==> src/rtl/branch_resolve_unit.sv <==
// branch_resolve_unit: PA-RISC flag register, BL/COMB decision, delay-slot tracking, nullification, fetch redirect.
// Optional macro BRU_FLAG_BYPASS_EN forwards flags_in to a branch accepted in the same cycle as the flag write.
`default_nettype none

module branch_resolve_unit #(
  parameter int DELAY_SLOTS = 1,
  parameter int TGT_W       = 32
) (
  input  logic             clk,
  input  logic             rst_n,
  input  logic             adv,
  input  logic             flags_we,
  input  logic [3:0]       flags_in,
  input  logic             br_valid,
  input  logic             br_uncond,
  input  logic             br_cond,
  input  logic             br_neg,
  input  logic [2:0]       cond,
  input  logic             nullify,
  input  logic             disp_neg,
  input  logic [TGT_W-1:0] br_target,
  output logic             taken_o,
  output logic             redirect_valid,
  output logic [TGT_W-1:0] redirect_target,
  output logic             nullify_slot,
  output logic             busy,
  output logic             dslot_err
);

  typedef enum logic [1:0] {
    IDLE  = 2'd0,
    SLOT  = 2'd1,
    REDIR = 2'd2
  } state_t;

  localparam logic [2:0] SLOTS_INIT = 3'(DELAY_SLOTS);

  state_t     state, state_n;
  logic [2:0] cnt, cnt_n;
  logic [3:0] flags_q, flags_eff;
  logic       taken_q, null_q;
  logic       cond_true, taken_d, null_d, accept;

`ifdef BRU_FLAG_BYPASS_EN
  assign flags_eff = flags_we ? flags_in : flags_q;
`else
  assign flags_eff = flags_q;
`endif

  // flags_eff = {Z, N, C, V}
  always_comb begin
    cond_true = 1'b0;
    case (cond)
      3'd0: cond_true = 1'b0;
      3'd1: cond_true = flags_eff[3];
      3'd2: cond_true = flags_eff[2] ^ flags_eff[0];
      3'd3: cond_true = (flags_eff[2] ^ flags_eff[0]) | flags_eff[3];
      3'd4: cond_true = flags_eff[1];
      3'd5: cond_true = flags_eff[1] | flags_eff[3];
      3'd6: cond_true = flags_eff[0];
      3'd7: cond_true = ~flags_eff[3];
      default: cond_true = 1'b0;
    endcase
  end

  // Forward conditional branches nullify when taken, backward ones when not taken.
  assign taken_d = br_uncond | (br_cond & (cond_true ^ br_neg));
  assign null_d  = nullify & (br_uncond | (br_cond & (disp_neg ? ~taken_d : taken_d)));
  assign accept  = br_valid & adv & (state == IDLE);

  always_comb begin
    state_n = state;
    cnt_n   = cnt;
    case (state)
      IDLE: begin
        if (accept) begin
          state_n = SLOT;
          cnt_n   = SLOTS_INIT;
        end
      end
      SLOT: begin
        if (adv) begin
          cnt_n = cnt - 3'd1;
          if (cnt == 3'd1) state_n = taken_q ? REDIR : IDLE;
        end
      end
      REDIR:   state_n = IDLE;
      default: state_n = IDLE;
    endcase
  end

  always_ff @(posedge clk or negedge rst_n) begin
    if (!rst_n) begin
      state           <= IDLE;
      cnt             <= 3'd0;
      flags_q         <= 4'b0000;
      taken_q         <= 1'b0;
      null_q          <= 1'b0;
      taken_o         <= 1'b0;
      redirect_target <= '0;
      dslot_err       <= 1'b0;
    end else begin
      state   <= state_n;
      cnt     <= cnt_n;
      taken_o <= accept & taken_d;
      if (flags_we) flags_q <= flags_in;
      if (accept) begin
        taken_q         <= taken_d;
        null_q          <= null_d;
        redirect_target <= br_target;
      end
      if ((state == SLOT) && br_valid && !null_q) dslot_err <= 1'b1;
    end
  end

  assign redirect_valid = (state == REDIR);
  assign nullify_slot   = (state == SLOT) & null_q;
  assign busy           = (state != IDLE);

endmodule

`default_nettype wire

==> config.mk <==
export PLATFORM = sky130hd
export DESIGN_NAME = branch_resolve_unit
export DESIGN_NICKNAME = d
export VERILOG_FILES = /design/src/rtl/branch_resolve_unit.sv
export SDC_FILE = /design/constraint.sdc
export NUM_CORES = 1
export LEC_CHECK = 0
export BUFFER_PORTS_ARGS = -buffer_cell sky130_fd_sc_hd__buf_2
export CORE_ASPECT_RATIO = 0.9
export CORE_MARGIN = 4
export CORE_UTILIZATION = 45
export DETAILED_ROUTE_END_ITERATION = 7
export PLACE_DENSITY = 0.82
export SYNTH_ARGS = -nofsm -noshare
export SYNTH_HDL_FRONTEND = slang
export SYNTH_SLANG_ARGS = --single-unit
==> constraint.sdc <==
create_clock -name clk -period 3.95 [get_ports clk]
set_clock_uncertainty 0.1 [all_clocks]
set_input_delay 0.5925 -clock clk [delete_from_list [all_inputs] [get_ports clk]]
set_output_delay 0.5925 -clock clk [all_outputs]
set_load 0.02 [all_outputs]
==> summary.md <==
| Metric | Value |
|---|---|
| Crit. End Element | flop |
| Crit path max fanout | 37 |
| Post-layout min period | 2.03 ns |
| Mapped Avg Cell Area | 14.1 um2 |
| CTS tree | done |
| Top Layer Used | met4 |
| Synth area leader | dfrtp_1 |
| Die W | 76.0 um |
| Max Cap Violations | 0 |
| Synthesized area | 1870 um2 |
| Vias per cell | 5.01 |
| Number of global-route vias before repair | 1,538 |
| N_diodes | 0 |
| Die H | 69.2 um |
| Layout cell share with drive strength beyond 1 | 0.435 |
| Critical Path RT | 4.02 ns |
| Worst setup SP type | flop |
| Vias | 1,349 |
| Most frequent cells in the layout | buf_2, dfrtp_1, mux2_1 |
| Initial drt markers | 39 |
| Antenna viol nets, final | 0 |
| Syn_nets | 184 |
| Share of the synthesized area in the top cell type | 0.601 |
| # fillers | 306 |
| Slew Viols, Final | 0 |
| Port bufs | 85 |
| Total GRT Usage | 0.152 |
| Dpl ws | 1.71 ns |
| Initial Utilization | 0.485 |
| Reg-to-reg slack, setup | 1.92 ns |
| Drc violations | 0 |
| Total power | 0.00180 W |
| Dpl cell area | 2330 um2 |
| Initial antenna violation count | 0 |
| Synth Register Bits | 45 |
| Hold Crit Class | primary input to asynchronous set/reset pin |
| Static leakage | 1.22 nW |
| Post-cts resize count | 0 |
| PwrDens | 739 nW/um2 |
| Area delta synth->final | 30.0% |
| WL final | 3640 um |
| Number of cell rows | 21 |
| Fin area | 2440 um2 |
| RSZ-0062 raised after global routing | false |
| CP arrival | 2.10 ns |
| CTS Hold Bufs | 0 |
| Setup total negative slack | 0 ns |
| Maximum VDD drop | 0.454 mV |
| Least-Margin Pin Slew | 0.961 ns |
| Mapped Cells | 133 |
| Synth unique cells | 28 |
| Most common cell after layout, fill and taps aside | buf_2 |
| Clock H-tree levels | 2 |
| Num CTS Buffers | 5 |
| Worst setup margin | 1.92 ns |
| First-pass GRT wire length | 6730 um |
| Post-CTS setup buffer count | 0 |
| WL per Instance | 13.5 um |
| Metal1 wirelength | 1540 um |
| CTS max path bufs | 2 |
| Final net count | 273 |
| Kind of critical path | flop to flop |
| Clk sink count | 45 |
| Die ar. | 5260 um2 |
| Post-DP HPWL | 2800 um |
| Max Clock Freq | 493 MHz |
| Final Hold Fails | 0 |
| CTS clk-pin slew, worst paths | 0.08 ns |
| Root Buffer | clkbuf_8 |
| Worst-Skew Late Latency | 0.29 ns |
| Tcrit/Tclk final | 0.514 |
| Total grt overflow | 0 |
| Io pins | 86 |
| Final setup vio count | 0 |
| Largest net degree at the start of global routing | 46 |
| Gpl congestion | 0.769 |
| Status | finished clean |
| Sequential share of the synthesized area | 0.601 |
| DRT Pass-1 Iters | 2 |
| WL met3 | 289 um |
| Met2 WL | 1770 um |
| Yosys warnings | 0 |
| CORE AREA | 3860 um2 |
| Top post-synthesis cells by area | dfrtp_1, mux2_1, nand2_1 |
| Slew headroom | 0.358 |
-- synth_stat cells, drive strengths merged --
| library cell | n |
|---|---|
| mux2 | 36 |
| nor3 | 2 |
| nor2 | 2 |
| and2 | 1 |
| o221ai | 1 |
| nor4 | 1 |
| buf | 3 |
| a211o | 1 |
| a21oi | 3 |
| dfrtp | 45 |
| nand3 | 3 |
| nand2 | 7 |
| o211ai | 1 |
| or2 | 1 |
| nor2b | 5 |
| ha | 2 |
| xnor2 | 2 |
| a22o | 1 |
| a31o | 1 |
| o2111a | 1 |
| inv | 6 |
| o21ai | 6 |
| nand3b | 1 |
| o31a | 1 |
-- cell type report --
class	count	area, um2	share of cell area
flip-flops and latches	45	1130	0.462
clock inverters	1	5.00	0.00205
inverters	6	22.5	0.00924
multi-input cells	79	703	0.289
clock buffers	7	96.3	0.0395
well taps	46	57.6	0.0236
repair buffers	85	425	0.175
-- kinds of logic (layout without fill, tap and decap cells) --
kind of cell,count (synthesis),in the layout,synth area share
xor+xnor,2,2,0.00935
buf+inv,9,99,0.0240
mux,36,36,0.216
fa+ha+maj,2,2,0.0133
compound gates,16,16,0.0594
flops,45,45,0.601
simple gates,23,23,0.0768
-- final timing paths --
path | startpoint | end | depth (start not counted)
worst max-delay path | state[0] | redirect_target[31] | 3
worst min-delay path | rst_n | state[0] | 1
worst max register to register | state[0] | redirect_target[31] | 3
worst min register to register | dslot_err | dslot_err | 1
max in group asynchronous | rst_n | redirect_target[23] | 1
min in group clk | dslot_err | dslot_err | 1
-- worst max-delay path: stages (launching register included) --
cell,delay [ns]
dfrtp_1,0.46
nand3b_4,0.21
nor2_4,0.73
mux2_1,0.39
-- where the power goes --
group          internal [W]  total (W)  switching [W]
Combinational      0.000295   0.000730       0.000435
Clock              0.000158   0.000298       0.000140
Sequential         0.000663   0.000772       0.000110
Total               0.00112    0.00180       0.000685
-- through the flow --
stage / util / hold slack, ns / std cells
finish: 0.631 / 0.348 / 269
CTS: 0.631 / 0.374 / 269
global route: 0.631 / 0.400 / 269
global placement: 0.604 / 0.359 / 261
detailed placement: 0.604 / 0.356 / 261
floorplan: - / 0.197 / 133
-- routing by layer --
layer | track usage | vias up
met5 | 0 | -
met4 | 0.0474 | 0
met3 | 0.0481 | 5
met2 | 0.250 | 48
met1 | 0.190 | 647
li1 | - | 649
-- state kept, by name (all words and copies together), names as in the netlist --
signal	cells
redirect_target	32
flags_eff	4
cnt	3
state	2
dslot_err	1
null_q	1
taken_o	1
taken_q	1
Power figures use the tool's default switching activity.
